--- src/rtl/lsu_pkg.sv ---
// Shared encodings for the load/store unit: access sizes, FSM states and the captured request.
package lsu_pkg;

   localparam logic [1:0] SIZE_BYTE = 2'b00;
   localparam logic [1:0] SIZE_HALF = 2'b01;
   localparam logic [1:0] SIZE_WORD = 2'b10;
   localparam logic [1:0] SIZE_ILL  = 2'b11;

   typedef enum logic [1:0] {
      ST_IDLE  = 2'd0,
      ST_READ  = 2'd1,
      ST_WRITE = 2'd2,
      ST_RESP  = 2'd3
   } lsu_state_t;

   typedef struct packed {
      logic        write;
      logic [1:0]  size;
      logic        sgn;
      logic [1:0]  lane;
      logic [31:0] wdata;
   } req_t;

endpackage

--- src/rtl/lsu_if.sv ---
// Core request/response handshake plus data-memory strobes, bundled for the load/store unit.
interface lsu_if #(
   parameter int ADDR_W = 32
);
   logic              req_valid;
   logic              req_ready;
   logic              req_write;
   logic [1:0]        req_size;
   logic              req_signed;
   logic [ADDR_W-1:0] req_addr;
   logic [31:0]       req_wdata;
   logic              resp_valid;
   logic              resp_ready;
   logic [31:0]       resp_rdata;
   logic              resp_err;
   logic              MemRead;
   logic              MemWrite;
   logic [31:0]       MemAddr;
   logic [31:0]       MemWData;
   logic [31:0]       memout;

   modport master (
      output req_valid, req_write, req_size, req_signed, req_addr, req_wdata, resp_ready, memout,
      input  req_ready, resp_valid, resp_rdata, resp_err, MemRead, MemWrite, MemAddr, MemWData
   );

   modport slave (
      input  req_valid, req_write, req_size, req_signed, req_addr, req_wdata, resp_ready, memout,
      output req_ready, resp_valid, resp_rdata, resp_err, MemRead, MemWrite, MemAddr, MemWData
   );
endinterface

--- src/rtl/lsu_lane_align.sv ---
// Lane extraction for loads and lane merge for sub-word stores, little-endian within a word.
// Latency: purely combinational.
// Backpressure: none, no handshake.
module lsu_lane_align
   import lsu_pkg::*;
(
   input  logic [1:0]  lane,
   input  logic [1:0]  size,
   input  logic        sgn,
   input  logic [31:0] memout,
   input  logic [31:0] wdata,
   output logic [31:0] ld_data,
   output logic [31:0] st_word
);
   logic [7:0]  b;
   logic [15:0] h;
   logic [31:0] mask;
   logic [31:0] rep;

   always_comb begin
      case (lane)
         2'd0:    b = memout[7:0];
         2'd1:    b = memout[15:8];
         2'd2:    b = memout[23:16];
         default: b = memout[31:24];
      endcase
      h = lane[1] ? memout[31:16] : memout[15:0];

      case (size)
         SIZE_BYTE: ld_data = {{24{sgn & b[7]}}, b};
         SIZE_HALF: ld_data = {{16{sgn & h[15]}}, h};
         default:   ld_data = memout;
      endcase

      // Replicate the store data into every lane, then keep only the target lane.
      case (size)
         SIZE_BYTE: begin
            mask = 32'h0000_00FF << {lane, 3'b000};
            rep  = {4{wdata[7:0]}};
         end
         SIZE_HALF: begin
            mask = lane[1] ? 32'hFFFF_0000 : 32'h0000_FFFF;
            rep  = {2{wdata[15:0]}};
         end
         default: begin
            mask = 32'hFFFF_FFFF;
            rep  = wdata;
         end
      endcase
      st_word = (memout & ~mask) | (rep & mask);
   end

endmodule

--- src/rtl/load_store_unit.sv ---
// Data-memory initiator: range/alignment checks, lane extract on loads, read-modify-write for sub-word stores.
// Latency: error 1, load 2, word store 2, sub-word store 3 cycles from acceptance to resp_valid.
// Backpressure: response held until resp_ready; req_ready only in IDLE, one access in flight.
module load_store_unit
   import lsu_pkg::*;
#(
   parameter int MEM_WORDS = 200,
   parameter int ADDR_W    = 32
) (
   input  logic clk,
   input  logic rst_n,
   lsu_if.slave bus
);
   lsu_state_t  state;
   req_t        cur;
   logic        req_rdy;
   logic        resp_vld;
   logic        resp_err;
   logic [31:0] resp_dat;
   logic        mem_rd;
   logic        mem_wr;
   logic [31:0] mem_addr;
   logic [31:0] mem_wdat;
   logic        acc_err;
   logic [31:0] ld_data;
   logic [31:0] st_word;

   always_comb begin
      acc_err = 1'b0;
      if (bus.req_size == SIZE_ILL)
         acc_err = 1'b1;
      if (bus.req_size == SIZE_HALF && bus.req_addr[0])
         acc_err = 1'b1;
      if (bus.req_size == SIZE_WORD && bus.req_addr[1:0] != 2'b00)
         acc_err = 1'b1;
      if ((bus.req_addr >> 2) >= ADDR_W'(MEM_WORDS))
         acc_err = 1'b1;
   end

   lsu_lane_align u_align (
      .lane    (cur.lane),
      .size    (cur.size),
      .sgn     (cur.sgn),
      .memout  (bus.memout),
      .wdata   (cur.wdata),
      .ld_data (ld_data),
      .st_word (st_word)
   );

   always_ff @(posedge clk or negedge rst_n) begin
      if (!rst_n) begin
         state    <= ST_IDLE;
         cur      <= '0;
         req_rdy  <= 1'b1;
         resp_vld <= 1'b0;
         resp_err <= 1'b0;
         resp_dat <= '0;
         mem_rd   <= 1'b0;
         mem_wr   <= 1'b0;
         mem_addr <= '0;
         mem_wdat <= '0;
      end else begin
         unique case (state)
            ST_IDLE: begin
               if (bus.req_valid) begin
                  cur     <= '{write: bus.req_write, size: bus.req_size, sgn: bus.req_signed,
                               lane: bus.req_addr[1:0], wdata: bus.req_wdata};
                  req_rdy <= 1'b0;
                  if (acc_err) begin
                     state    <= ST_RESP;
                     resp_vld <= 1'b1;
                     resp_err <= 1'b1;
                     resp_dat <= '0;
                  end else if (bus.req_write && bus.req_size == SIZE_WORD) begin
                     state    <= ST_WRITE;
                     mem_wr   <= 1'b1;
                     mem_addr <= 32'(bus.req_addr >> 2);
                     mem_wdat <= bus.req_wdata;
                  end else begin
                     state    <= ST_READ;
                     mem_rd   <= 1'b1;
                     mem_addr <= 32'(bus.req_addr >> 2);
                  end
               end
            end
            ST_READ: begin
               mem_rd <= 1'b0;
               if (cur.write) begin
                  state    <= ST_WRITE;
                  mem_wr   <= 1'b1;
                  mem_wdat <= st_word;
               end else begin
                  state    <= ST_RESP;
                  resp_vld <= 1'b1;
                  resp_err <= 1'b0;
                  resp_dat <= ld_data;
               end
            end
            ST_WRITE: begin
               mem_wr   <= 1'b0;
               state    <= ST_RESP;
               resp_vld <= 1'b1;
               resp_err <= 1'b0;
               resp_dat <= '0;
            end
            ST_RESP: begin
               // req_ready returns only after the handshake edge, never alongside it.
               if (bus.resp_ready) begin
                  state    <= ST_IDLE;
                  resp_vld <= 1'b0;
                  resp_err <= 1'b0;
                  req_rdy  <= 1'b1;
               end
            end
            default: state <= ST_IDLE;
         endcase
      end
   end

   assign bus.req_ready  = req_rdy;
   assign bus.resp_valid = resp_vld;
   assign bus.resp_err   = resp_err;
   assign bus.resp_rdata = resp_dat;
   assign bus.MemRead    = mem_rd;
   assign bus.MemWrite   = mem_wr;
   assign bus.MemAddr    = mem_addr;
   assign bus.MemWData   = mem_wdat;

endmodule
--- src/flat_wrapper.sv ---
// flat-port wrapper written by rule: the top's interface ports become plain ports
module load_store_unit_flat import lsu_pkg::*;
#(
   parameter int MEM_WORDS = 200,
   parameter int ADDR_W    = 32
)
  (clk, rst_n, bus_req_valid, bus_req_write, bus_req_size, bus_req_signed, bus_req_addr, bus_req_wdata, bus_resp_ready, bus_memout, bus_req_ready, bus_resp_valid, bus_resp_rdata, bus_resp_err, bus_MemRead, bus_MemWrite, bus_MemAddr, bus_MemWData);
  lsu_if #(.ADDR_W(ADDR_W)) bus_i ();
  input  logic clk;
  input  logic rst_n;
  input wire logic [$bits(bus_i.req_valid)-1:0] bus_req_valid;
  input wire logic [$bits(bus_i.req_write)-1:0] bus_req_write;
  input wire logic [$bits(bus_i.req_size)-1:0] bus_req_size;
  input wire logic [$bits(bus_i.req_signed)-1:0] bus_req_signed;
  input wire logic [$bits(bus_i.req_addr)-1:0] bus_req_addr;
  input wire logic [$bits(bus_i.req_wdata)-1:0] bus_req_wdata;
  input wire logic [$bits(bus_i.resp_ready)-1:0] bus_resp_ready;
  input wire logic [$bits(bus_i.memout)-1:0] bus_memout;
  output wire logic [$bits(bus_i.req_ready)-1:0] bus_req_ready;
  output wire logic [$bits(bus_i.resp_valid)-1:0] bus_resp_valid;
  output wire logic [$bits(bus_i.resp_rdata)-1:0] bus_resp_rdata;
  output wire logic [$bits(bus_i.resp_err)-1:0] bus_resp_err;
  output wire logic [$bits(bus_i.MemRead)-1:0] bus_MemRead;
  output wire logic [$bits(bus_i.MemWrite)-1:0] bus_MemWrite;
  output wire logic [$bits(bus_i.MemAddr)-1:0] bus_MemAddr;
  output wire logic [$bits(bus_i.MemWData)-1:0] bus_MemWData;
  assign bus_i.req_valid = bus_req_valid;
  assign bus_i.req_write = bus_req_write;
  assign bus_i.req_size = bus_req_size;
  assign bus_i.req_signed = bus_req_signed;
  assign bus_i.req_addr = bus_req_addr;
  assign bus_i.req_wdata = bus_req_wdata;
  assign bus_i.resp_ready = bus_resp_ready;
  assign bus_i.memout = bus_memout;
  assign bus_req_ready = bus_i.req_ready;
  assign bus_resp_valid = bus_i.resp_valid;
  assign bus_resp_rdata = bus_i.resp_rdata;
  assign bus_resp_err = bus_i.resp_err;
  assign bus_MemRead = bus_i.MemRead;
  assign bus_MemWrite = bus_i.MemWrite;
  assign bus_MemAddr = bus_i.MemAddr;
  assign bus_MemWData = bus_i.MemWData;
  load_store_unit #(.MEM_WORDS(MEM_WORDS), .ADDR_W(ADDR_W)) u_core (.clk(clk), .rst_n(rst_n), .bus(bus_i));
endmodule
--- config.mk ---
export PLATFORM = sky130hd
export DESIGN_NAME = load_store_unit_flat
export DESIGN_NICKNAME = d
export VERILOG_FILES = /design/src/rtl/lsu_pkg.sv /design/src/rtl/lsu_if.sv /design/src/rtl/lsu_lane_align.sv /design/src/rtl/load_store_unit.sv /design/src/flat_wrapper.sv
export SDC_FILE = /design/constraint.sdc
export NUM_CORES = 1
export LEC_CHECK = 0
export CORE_MARGIN = 2
export CORE_UTILIZATION = 61
export CTS_BUF_LIST = sky130_fd_sc_hd__clkbuf_8
export DETAILED_ROUTE_END_ITERATION = 16
export DONT_BUFFER_PORTS = 1
export GPL_ROUTABILITY_DRIVEN = 0
export PLACE_DENSITY = 0.75
export SYNTH_ARGS = -nofsm -noshare
export SYNTH_HDL_FRONTEND = slang
export SYNTH_SLANG_ARGS = --single-unit
--- constraint.sdc ---
create_clock -name clk -period 2.6 [get_ports clk]
set_clock_uncertainty 0.1 [all_clocks]
set_input_delay 0.52 -clock clk [delete_from_list [all_inputs] [get_ports clk]]
set_output_delay 0.52 -clock clk [all_outputs]
set_load 0.01 [all_outputs]
==> qor.yml <==
outcome: "complete, but fails checks"
violations: "hold timing"
crit_slowest_cell: "dfrtp_1"
grt_max_degree: 140
wirelength_um: 17700
start_util_pct: 61.9
ctsHtreeMaxLevel: 4
grt_pass1_vias: 4943
reg2regPathDepth: 5
gr-total-overflow: 0
power_leakage_uw: 0.00360
path_class: "reg -> reg"
num_io_pins: 205
async_flop_share_pct: 100
arrival_ps: 2620
drive_above_1_share_pct: 33.9
grt_pass1_wl_um: 27400
worst_pin_slew_ps: 1090
coreArea_um2: 11900
syn_inst: 614
area_growth_pct: 6.81
num_vias: 4801
r2r_start: "u_core.cur[32]$_DFFE_PN0P_"
setup_slack_ps: 226
diodes: 0
syn_area_um2: 7350
synth_seq_cells: 139
ctsRootBufferMaster: "clkbuf_8"
dp_cells: 738
antenna_found_initial: 0
slew_viol_final: 0
cts_tree: "built"
place_worst_setup_slack_ps: 161
die_x_um: 114
start_kind: "flop"
fmax_mhz: 421
relSlewSlack_pct: 27.2
place_hpwl_um: 12900
clock-sinks: 139
tns_ps: 0
path_clk_slew_ps: 100
wire_per_inst_um: 22.9
drt_iter0_markers: 341
ant_nets: 0
clockBufferDepth: 2
ys.flop_type: "dfrtp_1"
drc: 0
insertion_delay_ps: 470
rows: 40
grt_setup_unrepaired: "no"
hold_violations: 139
power_density_nw_per_um2: 1300
dpl_cell_area_um2: 7430
hold_slack_ps: -360
fin_nets: 719
cpPeakStageDelay_ps: 450
dieArea_um2: 12900
ir_worst_vdd_v: 0.000567
nFillCells: 881
dieHeight_um: 114
crit_top_cell: "mux2_2"
cts_buffers: 17
r2r_setup_slack_ps: 230
synth_enable_flop_cells: 0
crit_required_ps: 2840
setup_viol: 0
yosysWarnings: 0
r2r_end: "u_core.bus.MemWData[11]$_DFFE_PN0P_"
firstDrtPassIters: 6
yosysUniqueCellTypes: 51
fin_area_um2: 7850
ys_seq_area_share_pct: 47.4
routed_via_density: 6.24
fin_util_pct: 66.1
crit_chain: "or2_2 > a21oi_2 > mux2_2 > mux2_2 > mux2_1"
cap_violations: 0
fin_cells: 770
final.period_utilization_pct: 91.3
path_max_fanout: 8
grt_usage_pct: 28.1
period_needed_ps: 2370
io_buffer_count: 0
synth.avg_cell_area_um2: 12.0
min_path_type: "in -> async"
critPathCaptureType: "flop"
synthesized netlist by cell type, types with 3 or more instances:
cell type    n  area share [%]
o211ai_1     9            0.92
nor2_1      30             1.5
a22o_1      15             1.8
mux2_4      21             4.3
a221oi_1     7            0.83
o21ai_1      3            0.20
a21oi_1     30             2.0
o21ai_0     10            0.68
mux2_1      10             1.5
buf_12       3            0.82
nor4_2       4            0.68
nor2b_1     33             2.8
buf_6        5            0.77
mux2_2     121              19
clkbuf_1    17            0.87
inv_1       18            0.92
nand2_1     41             2.1
mux2i_1     34             4.6
buf_2        8            0.55
a31oi_1      8            0.68
buf_4        4            0.41
ha_1         5            0.85
buf_1        4            0.20
dfrtp_1    138              47
nor3_1       6            0.41
worst max-delay path, delay by kind of cell (launching register included):
family	cells	cell delay, ps
compound gates	1	420
simple gates	1	330
flops	1	450
mux	3	950
area by class of cell:
class                   instances  area (um2)  share of cell area [%]
inverters                      18        67.6                   0.861
clock inverters                14         171                    2.18
well taps                     147         184                    2.34
clock buffers                  18         248                    3.16
multi-input cells             417        3540                    45.2
repair buffers                 17         153                    1.95
flip-flops and latches        139        3480                    44.3
how the worst max path moves through the flow:
stage                                                 end                   startpoint  slack (ps)
floorplan             u_core.bus.MemWData[12]$_DFFE_PN0P_  u_core.state[0]$_DFFE_PN0P_         320
global placement     u_core.bus.resp_rdata[0]$_DFFE_PN0P_              bus_req_addr[5]         160
detailed placement   u_core.bus.resp_rdata[0]$_DFFE_PN0P_              bus_req_addr[5]         160
CTS                   u_core.bus.MemWData[11]$_DFFE_PN0P_   u_core.cur[32]$_DFFE_PN0P_         240
global route        u_core.bus.resp_rdata[15]$_DFFE_PN0P_   u_core.cur[35]$_DFFE_PN0P_          90
finish                u_core.bus.MemWData[11]$_DFFE_PN0P_   u_core.cur[32]$_DFFE_PN0P_         230
cell families (layout without fill, tap and decap cells):
group | after synthesis | after routing | share of synthesized area [%]
flip-flops | 139 | 139 | 47.4
adder cells (fa/ha/maj) | 5 | 5 | 0.852
buffers and inverters | 59 | 67 | 4.53
multiplexers | 186 | 186 | 29.0
AO/OA/AOI/OAI | 97 | 97 | 9.04
AND/OR/NAND/NOR | 127 | 127 | 9.15
other | 1 | 2 | 0.0510
layer usage:
layer  share of wire [%]  global-route usage [%]  vias to the layer above
li1                    -                       -                     2187
met1                  40                    35.4                     2318
met2                  46                    43.2                      258
met3                  11                    11.5                       38
met4                 2.3                    11.7                        0
met5                   0                       0                        -
power by group:
group | leakage [uW] | total [uW] | switching, uW | internal, uW
Combinational | 0.00162 | 4450 | 2090 | 2350
Sequential | 0.00177 | 3890 | 908 | 2980
Clock | 0.000212 | 1860 | 936 | 919
repair_timing:
action | 4_1_cts | 5_1_grt
endpoints found under the hold margin | 139 | 139
buffers inserted | 0 | 0
gates resized for setup | 0 | 0
metrics by stage:
stage	total power [uW]	hold WS, ps
3_5_place_dp	8340	128
6_report	10200	-360
3_3_place_gp	8170	129
4_1_cts	10200	-385
2_1_floorplan	7540	124
5_1_grt	10800	-383
layout by cell type, fill, tap and decap left out, drive strengths merged, types with 17 or more instances in the layout:
master / n
a21oi: 31
clkbuf: 18
nor2: 31
nand2: 41
inv: 28
mux2i: 34
dfrtp: 138
mux2: 152
buf: 17
nor2b: 33
flip-flops by register name, summed over array words and instances, names as in the netlist:
name / cells
u_core.bus.resp_err: 1
u_core.bus.resp_rdata: 32
u_core.bus.MemRead: 1
u_core.cur: 38
u_core.state: 2
u_core.bus.resp_valid: 1
u_core.bus.MemWData: 32
u_core.bus.MemAddr: 30
u_core.bus.MemWrite: 1
u_core.bus.req_ready: 1
Note: power is estimated with default switching activity, not from simulation.
